## src/rtl/alu_pkg.sv

```systemverilog
// Shared opcode encodings and FSM state type for the bit-serial ALU.
package alu_pkg;

  localparam logic [2:0] OpAdd  = 3'd0;
  localparam logic [2:0] OpAnd  = 3'd1;
  localparam logic [2:0] OpOr   = 3'd2;
  localparam logic [2:0] OpXor  = 3'd3;
  localparam logic [2:0] OpXnor = 3'd4;
  localparam logic [2:0] OpSub  = 3'd5;

  typedef enum logic [1:0] {StIdle, StRun, StFin} state_t;

  // Opcodes 6 and 7 have no defined operation.
  function automatic logic is_reserved(input logic [2:0] op);
    return op > OpSub;
  endfunction

  function automatic logic is_arith(input logic [2:0] op);
    return (op == OpAdd) || (op == OpSub);
  endfunction

endpackage

```

## src/rtl/alu_slice.sv

```systemverilog
// One DIGIT-bit slice of the ALU datapath; purely combinational.
module alu_slice
  import alu_pkg::*;
#(
  parameter int unsigned DIGIT = 1
) (
  input  logic [DIGIT-1:0] a,
  input  logic [DIGIT-1:0] b,
  input  logic             ci,
  input  logic [2:0]       op,
  output logic [DIGIT-1:0] sum,
  output logic             co,
  output logic             c_msb
);

  logic [DIGIT-1:0] bx;
  logic             c;

  // Ripple through the slice for ADD/SUB; logic ops never produce a carry.
  always_comb begin
    sum   = '0;
    co    = 1'b0;
    c_msb = 1'b0;
    c     = ci;
    bx    = (op == OpSub) ? ~b : b;
    case (op)
      OpAdd, OpSub: begin
        for (int i = 0; i < int'(DIGIT); i++) begin
          if (i == int'(DIGIT) - 1) c_msb = c;
          sum[i] = a[i] ^ bx[i] ^ c;
          c      = (a[i] & bx[i]) | (c & (a[i] ^ bx[i]));
        end
        co = c;
      end
      OpAnd:   sum = a & b;
      OpOr:    sum = a | b;
      OpXor:   sum = a ^ b;
      OpXnor:  sum = ~(a ^ b);
      default: sum = '0;
    endcase
  end

endmodule

```

## src/rtl/bit_serial_alu.sv

```systemverilog
// Bit-serial ALU: processes DIGIT bits per cycle, LSB first, over WIDTH/DIGIT cycles.
module bit_serial_alu
  import alu_pkg::*;
#(
  parameter int unsigned WIDTH = 8,
  parameter int unsigned DIGIT = 1
) (
  input  logic             CLK,
  input  logic             RST,
  input  logic             START,
  input  logic [2:0]       M,
  input  logic [WIDTH-1:0] A,
  input  logic [WIDTH-1:0] B,
  input  logic             CI,
  output logic             BUSY,
  output logic             DONE,
  output logic [WIDTH-1:0] X,
  output logic             Co,
  output logic             Z,
  output logic             V,
  output logic             ERR
);

  localparam int unsigned N    = WIDTH / DIGIT;
  localparam int unsigned CntW = (N > 1) ? $clog2(N) : 1;

  state_t           state_q, state_d;
  logic [WIDTH-1:0] a_q, b_q, res_q, x_q;
  logic [2:0]       op_q;
  logic [CntW-1:0]  cnt_q;
  logic             carry_q, co_q, z_q, v_q, err_q;

  logic [DIGIT-1:0] slice_sum;
  logic             slice_co, slice_cmsb;
  logic [WIDTH-1:0] res_next;
  logic             accept, last;

  assign accept = START && (state_q != StRun);
  assign last   = (cnt_q == CntW'(N - 1));
  // New slice enters at the top; after N shifts the first slice sits at bit 0.
  assign res_next = (res_q >> DIGIT) | (WIDTH'(slice_sum) << (WIDTH - DIGIT));

  alu_slice #(
    .DIGIT(DIGIT)
  ) u_slice (
    .a    (a_q[DIGIT-1:0]),
    .b    (b_q[DIGIT-1:0]),
    .ci   (carry_q),
    .op   (op_q),
    .sum  (slice_sum),
    .co   (slice_co),
    .c_msb(slice_cmsb)
  );

  // Next-state logic; START is only honoured outside RUN.
  always_comb begin
    state_d = state_q;
    unique case (state_q)
      StIdle:  if (accept) state_d = StRun;
      StRun:   if (last) state_d = StFin;
      StFin:   state_d = accept ? StRun : StIdle;
      default: state_d = StIdle;
    endcase
  end

  // State register.
  always_ff @(posedge CLK or posedge RST) begin
    if (RST) state_q <= StIdle;
    else     state_q <= state_d;
  end

  // Operand capture, serial shifting and result/flag latching on the final slice.
  always_ff @(posedge CLK or posedge RST) begin
    if (RST) begin
      a_q     <= '0;
      b_q     <= '0;
      res_q   <= '0;
      op_q    <= OpAdd;
      cnt_q   <= '0;
      carry_q <= 1'b0;
      x_q     <= '0;
      co_q    <= 1'b0;
      z_q     <= 1'b1;
      v_q     <= 1'b0;
      err_q   <= 1'b0;
    end else if (accept) begin
      a_q     <= A;
      b_q     <= B;
      op_q    <= M;
      cnt_q   <= '0;
      carry_q <= (M == OpSub) ? 1'b1 : ((M == OpAdd) ? CI : 1'b0);
      err_q   <= 1'b0;
    end else if (state_q == StRun) begin
      a_q     <= a_q >> DIGIT;
      b_q     <= b_q >> DIGIT;
      res_q   <= res_next;
      carry_q <= slice_co;
      cnt_q   <= cnt_q + CntW'(1);
      if (last) begin
        x_q   <= res_next;
        co_q  <= slice_co;
        z_q   <= (res_next == '0);
        v_q   <= is_arith(op_q) ? (slice_cmsb ^ slice_co) : 1'b0;
        err_q <= is_reserved(op_q);
      end
    end
  end

  assign BUSY = (state_q == StRun);
  assign DONE = (state_q == StFin);
  assign X    = x_q;
  assign Co   = co_q;
  assign Z    = z_q;
  assign V    = v_q;
  assign ERR  = err_q;

endmodule

```

## config.mk

```make
export PLATFORM = sky130hd
export DESIGN_NAME = bit_serial_alu
export DESIGN_NICKNAME = d
export VERILOG_FILES = /design/src/rtl/alu_pkg.sv /design/src/rtl/alu_slice.sv /design/src/rtl/bit_serial_alu.sv
export SDC_FILE = /design/constraint.sdc
export NUM_CORES = 1
export LEC_CHECK = 0
export BUFFER_PORTS_ARGS = -buffer_cell sky130_fd_sc_hd__buf_2
export CAP_MARGIN = 30
export CORE_ASPECT_RATIO = 1.25
export CORE_UTILIZATION = 61
export CTS_BUF_LIST = sky130_fd_sc_hd__clkbuf_4
export DETAILED_ROUTE_END_ITERATION = 8
export HOLD_SLACK_MARGIN = 0.02
export PLACE_DENSITY = 0.86
export SYNTH_ARGS = -nofsm -noshare
export SYNTH_HDL_FRONTEND = slang
export SYNTH_SLANG_ARGS = --single-unit
```

## constraint.sdc

```tcl
create_clock -name CLK -period 3.49 [get_ports CLK]
set_input_delay 0.1745 -clock CLK [delete_from_list [all_inputs] [get_ports CLK]]
set_output_delay 0.1745 -clock CLK [all_outputs]
set_load 0.03 [all_outputs]
```

Word level (Yosys, flattened, before mapping)
Index checks and enable logic that the tools add are counted.

$lt $le $gt $ge: 1. $add $sub $neg: 1. Eq/ne operators: 12. Mux-type cells: 22. Bitwise operators: 13. Reductions and logical operators: 13.

Operator list (count): two-way mux 8 bit (4); == test 3 bit (second input constant) (4); two-way mux 1 bit (12); zero test 8 bit (1); bitwise OR 7 x 8 -> 8 bit (1); == test 3 x 2 -> 1 bit (second input constant) (2); zero test 3 bit (2); two-way mux 3 bit (2); one-hot mux 2 bit (3 select lines) (1); AND reduction 2 bit (3); one-hot mux 1 bit (5 select lines) (1); two-way mux 2 bit (2); != test 2 x 1 -> 1 bit (second input constant) (2); nonzero test 2 bit (2); bitwise XOR 1 bit (4); adder 3 x 1 -> 3 bit (second input constant) (1); AND 1 bit (3); == test 3 x 1 -> 1 bit (second input constant) (1); > comparator 3 bit (second input constant) (1); inverter 1 bit (3); AND reduction 3 bit (1); == test 2 x 1 -> 1 bit (second input constant) (1); == test 2 bit (second input constant) (1); zero test 2 bit (1); other kinds (5) (6).

Input port bits: 23. Output and inout port bits: 14. Logic and storage cells: 74. Flip-flop bits (word level): 45.

Logic depth before layout (Yosys ltp)
Depth in word-level cells: 8. Gate-level depth with buffers: 8. Gate-level depth less buffers: 7.

Cells and area by module
Synthesis repeated with hierarchy kept, for this count alone.

Cells, all modules: 203. Area total of the unflattened synthesis: 2031.9 um^2.

Modules (own cells, without submodules): bit_serial_alu (times used 1, cells an instance 184, sequential area each 1102.3 um^2, area each 1878.1 um^2); alu_slice (times used 1, cells an instance 19, sequential area each 0.0 um^2, area each 153.9 um^2).

Worst setup path after synthesis
No wires, ideal clock.

Kind: register to register. Start point: register op_q[1]. End point: register z_q, in the netlist Z. Data required time: 3.411 ns. Arrival: 1.914 ns. Path buffers: 0. Clock period less this slack: 1.993 ns. Path slack: 1.497 ns. Stages on the path, launching flop included: 8. Library setup time: 0.079 ns. Path through: dfrtp_1 -> nand3b_1 -> xnor2_1 -> fa_1 -> nor2b_1 -> nor3_1 -> o32a_2 -> a22o_1.

Cells in the longest elaborated chain, start to end: 7. Elaborated cells on any way between the ends: 13. Classes of those cells: eq/ne: 5; mux: 2; bitwise: 3; reduce/logical: 3.

Ends and longest elaborated chain: start: declaration (line bit_serial_alu.sv:29) `logic [2:0] op_q;`; start signal: assignment (line bit_serial_alu.sv:78) `op_q <= OpAdd;`; == test 3 bit (line alu_slice.sv:25, alu_slice.sv:26); two-way mux 1 bit (line alu_slice.sv:25) `bx = (op == OpSub) ? ~b : b;`; bitwise XOR 1 bit (2 in a row) (line alu_slice.sv:30) `sum[i] = a[i] ^ bx[i] ^ c;`; one-hot mux 1 bit (5 select lines) * (line alu_slice.sv:26) `case (op)`; bitwise OR 7 x 8 -> 8 bit * (line bit_serial_alu.sv:41) `assign res_next = (res_q >> DIGIT) | (WIDTH'(slice_sum) << (WIDTH - DIGIT));`; zero test 8 bit * (line bit_serial_alu.sv:102) `z_q <= (res_next == '0);`; end signal: assignment (line bit_serial_alu.sv:102); end: declaration (line bit_serial_alu.sv:31) `logic carry_q, co_q, z_q, v_q, err_q;`.

Every way passes the cells marked *; elsewhere a longest branch is shown, timed or not. A chain may end at the register's enable or synchronous reset.

Worst setup path after layout
Same ends and word-level chain as after synthesis.

==> metrics.md <==
| Metric | Value |
|---|---|
| Post-synthesis sequential area ratio | 0.540 |
| Clock Skew | approximately 0.013 ns |
| Family of cells with the greatest summed delay on the critical path | compound AO/OA/AOI/OAI gates |
| Number of warnings issued by yosys | 0 |
| Final critical delay including setup and external delays | 2.13 ns |
| Delay of the slowest critical-path stage | around 0.49 ns |
| Number of maximum-capacitance violations | 0 |
| Post-synthesis register bit count | 44 |
| Starting density of the core | 0.639 |
| Final layout net count | 252 |
| Worst VDD drop | 558 uV |
| Critical Path Sink | Z |
| Wire length of the first global-routing pass | 5.91 mm |
| Footprint of the multi-input gates | 846 um^2 |
| Number of nets with antenna violations after detailed routing | 0 |
| Final Cell Area | 0.00228 mm^2 |
| Switching power of the nets | between 800 and 900 uW |
| Status | complete, no violations |
| Final setup violating endpoints | 0 |
| Maximum fanout along the worst path | 7 |
| Die Ht | 66.7 um |
| Clock latency on the worst-skew pair | 0.36 ns |
| Fill cell count | 231 |
| Data arrival time of the worst path | ~2.5 ns |
| Startpoint of the worst-slack reg-to-reg timing path | op_q[1] |
| Average wire per standard cell | 13.6 um |
| Initial drt markers | 32 |
| Number of cell instances on the worst register-to-register path | 7 |
| Worst path cell trace | nand3b_1, xnor2_1, fa_1, nor2b_1, nor3_1, o32a_2, a22o_1 |
| Horiz. Die Dim | 53.7 um |
| Reported leakage power | ~0.0012 uW |
| Clock buffer count from CTS | 5 |
| Buffers inserted during post-CTS setup optimization | 0 |
| Kind of critical path | flip-flop to flip-flop |
| Share of total power in sequential cells | 0.459 |
| Final standard cell count with taps included and fillers excluded | 262 |
| Placed instance count | around 250 |
| RSZ-0062 raised after global routing | no |
| Slack of the worst reg-to-reg path | between 1 and 1.5 ns |
| Global router's overall resource usage | 0.235 |
| Diodes inserted | 0 |
| CP required | between 3 and 4 ns |
| Internal Power | 1110 uW |
| Largest net degree at the start of global routing | 48 |
| Fin. max-slew vios | 0 |
| Fin. Hold Viols | 0 |
| CTS clk-pin slew, worst paths | 0.14 ns |
| Routed wire length | 3.56 mm |
| Most frequent standard cell in the layout excluding fill and tap cells | sky130_fd_sc_hd__nand2_1 |
| Area after DPL | 0.00221 mm^2 |
| Portion of the clock cycle consumed by the worst path in the final layout | 0.611 |
| Number of vias per cell after detailed routing | 5.43 |
| Final HPWL DP | approximately 2.5 mm |
| Critical Path Start Type | flip-flop |
| Synthesized netlist cell count | 189 |
| Synth unique cells | 36 |
| GP Congestion | 0.880 |
| Remaining DRCs | 0 |
| Worst setup startpoint | op_q[1] |
| Top Ports | 37 |
| Slew at the pin closest to its max-slew limit | 0.546 ns |
| Endpoint of the lowest-slack register-to-register path | Z |
| Final core occ | 0.714 |
| Sink count of the clock tree | 44 |
| Share of final-layout standard cells stronger than drive strength 1 | 0.271 |
| Share of power burned in combinational logic | 0.408 |
| Endpoint type of the worst setup path | flip-flop |
| Buffers & Inverters on Critical Path | 0 |
| Commonest cells after routing, fill and taps aside | 45 x sky130_fd_sc_hd__nand2_1, 43 x sky130_fd_sc_hd__dfrtp_1, 36 x sky130_fd_sc_hd__buf_2 |
| Cell at the root of the clock tree | sky130_fd_sc_hd__clkbuf_4 |
| Final Hold Slack | 0.0502 ns |
| Std cell rows | 23 |
| Total negative slack for setup checks | 0 ns |
| Vias in the first global route | 1,304 |
| Synthesized area per cell | 10.8 um^2 |
| Initial DRT Pass Iterations | 4 |
| Switching portion of total power | 0.422 |
| GRT Residual Overflow | 0 |
| Path length in cells of the critical path | 7 |
| Count of vias placed by the detailed router | about 1,400 |
| Class of the worst hold path | input pin to flip-flop |
| Number of I/O port buffers | 36 |
| Floorplan Core Area | around 0.0032 mm^2 |
| Die area | 0.00358 mm^2 |
| Power per cell area | 844 mW/mm^2 |
| H-tree levels | 2 |
| Mapped Area | about 0.0020 mm^2 |
| Clock power share | 0.133 |
| CTS tree | done |
| Number of buffers between clock root and the deepest sink | 2 |
| Number of antenna violations at the first check in global routing | 0 |
| Slew headroom | 0.636 |
| Register area | between 0.001 and 0.0015 mm^2 |
| Number of nets in the synthesized netlist | around 220 |
| Max stage delay cell, worst path | sky130_fd_sc_hd__fa_1 |
| FMAX | roughly 0.47 GHz |
| Area growth from synthesis to final layout | 11.8% |
## stage by stage
step / setup slack [ns] / power [uW]
global route: 1.24 / 2080
global placement: 1.43 / 1640
detailed placement: 1.36 / 1690
finish: 1.36 / 1920
CTS: 1.34 / 1940
floorplan: 1.50 / 1510
## logic make-up after synthesis
kind of cell               synth area share
and+or+nand+nor                       0.138
DFF                                   0.540
adders and majority gates            0.0343
muxes                                 0.143
buffers and inverters                0.0454
AOI/OAI and AO/OA                    0.0865
xor gates and xnor gates             0.0129
## area by class of cell
| cell class | count | area share |
|---|---|---|
| Sequential cell | 44 | 0.483 |
| Multi-Input combinational cell | 128 | 0.371 |
| Timing Repair Buffer | 38 | 0.0867 |
| Tap cell | 37 | 0.0203 |
| Clock buffer | 5 | 0.0165 |
| Inverter | 7 | 0.0121 |
| Clock inverter | 3 | 0.0104 |
## per-layer routing
metal | vias up | wire, um | global-route usage
met5 | - | 0 | 0
met4 | 0 | 31 | 0.0888
met3 | 4 | 116 | 0.0616
met2 | 20 | 1780 | 0.370
met1 | 688 | 1630 | 0.304
li1 | 710 | - | -
## synthesized netlist by cell type (all sizes together)
library cell,number,area (um^2)
or3b,1,8.76
nand2b,1,13.8
dfrtp,43,1080
xnor2,1,8.76
nor3b,1,7.51
o32a,1,11.3
inv,6,22.5
nand2,46,180
a21boi,1,7.51
clkbuf,2,7.51
nor3,1,5.00
fa,1,20.0
mux2,11,131
o31ai,1,7.51
o22ai,1,6.26
dfstp,1,26.3
buf,8,57.6
clkinv,1,5.00
mux2i,16,160
nand3,3,15.0
nor2,3,11.3
ha,4,50.1
nor4,2,12.5
a22o,1,8.76
o21ai,22,110
nor2b,2,12.5
and2b,1,7.51
a21oi,2,10.0
nand3b,1,7.51
xor2,2,17.5
a211oi,2,15.0
## tightest hold or removal path, stage by stage
cell and delay [ns]:
sky130_fd_sc_hd__buf_2 0.07, sky130_fd_sc_hd__mux2i_1 0.05, sky130_fd_sc_hd__nor2_1 0.08
## what timing repair did
| item | CTS | global route |
|---|---|---|
| setup endpoints to repair | 0 | 0 |
| endpoints found under the hold margin | 43 | 0 |
| gates resized for setup | 0 | 0 |
| hold buffers | 1 | 0 |
## flip-flops by register name (all words and copies together) (netlist names)
signal / flops
ERR: 1
X: 8
Z: 1
V: 1
state_q: 2
carry_q: 1
op_q: 3
cnt_q: 3
Co: 1
b_q: 8
res_q: 7
a_q: 8
## power groups by stage
stage / combinational [uW] / sequential (uW) / clock (uW)
floorplan: 553 / 959 / 0
CTS: 795 / 882 / 261
finish: 786 / 884 / 255
global placement: 756 / 883 / 0
global route: 890 / 911 / 281
detailed placement: 794 / 892 / 0
## worst min-delay path by stage
stage          from      end  slack (ns)  cells past startpoint
6_report       A[7]   a_q[7]        0.05                      3
5_1_grt        A[7]   a_q[7]        0.05                      3
2_1_floorplan  M[0]  op_q[0]        0.32                      1
4_1_cts        A[7]   a_q[7]        0.04                      3
3_5_place_dp    RST   b_q[7]        0.34                      3
3_3_place_gp    RST   b_q[7]        0.33                      3
Note: power is estimated with default switching activity, not from simulation.
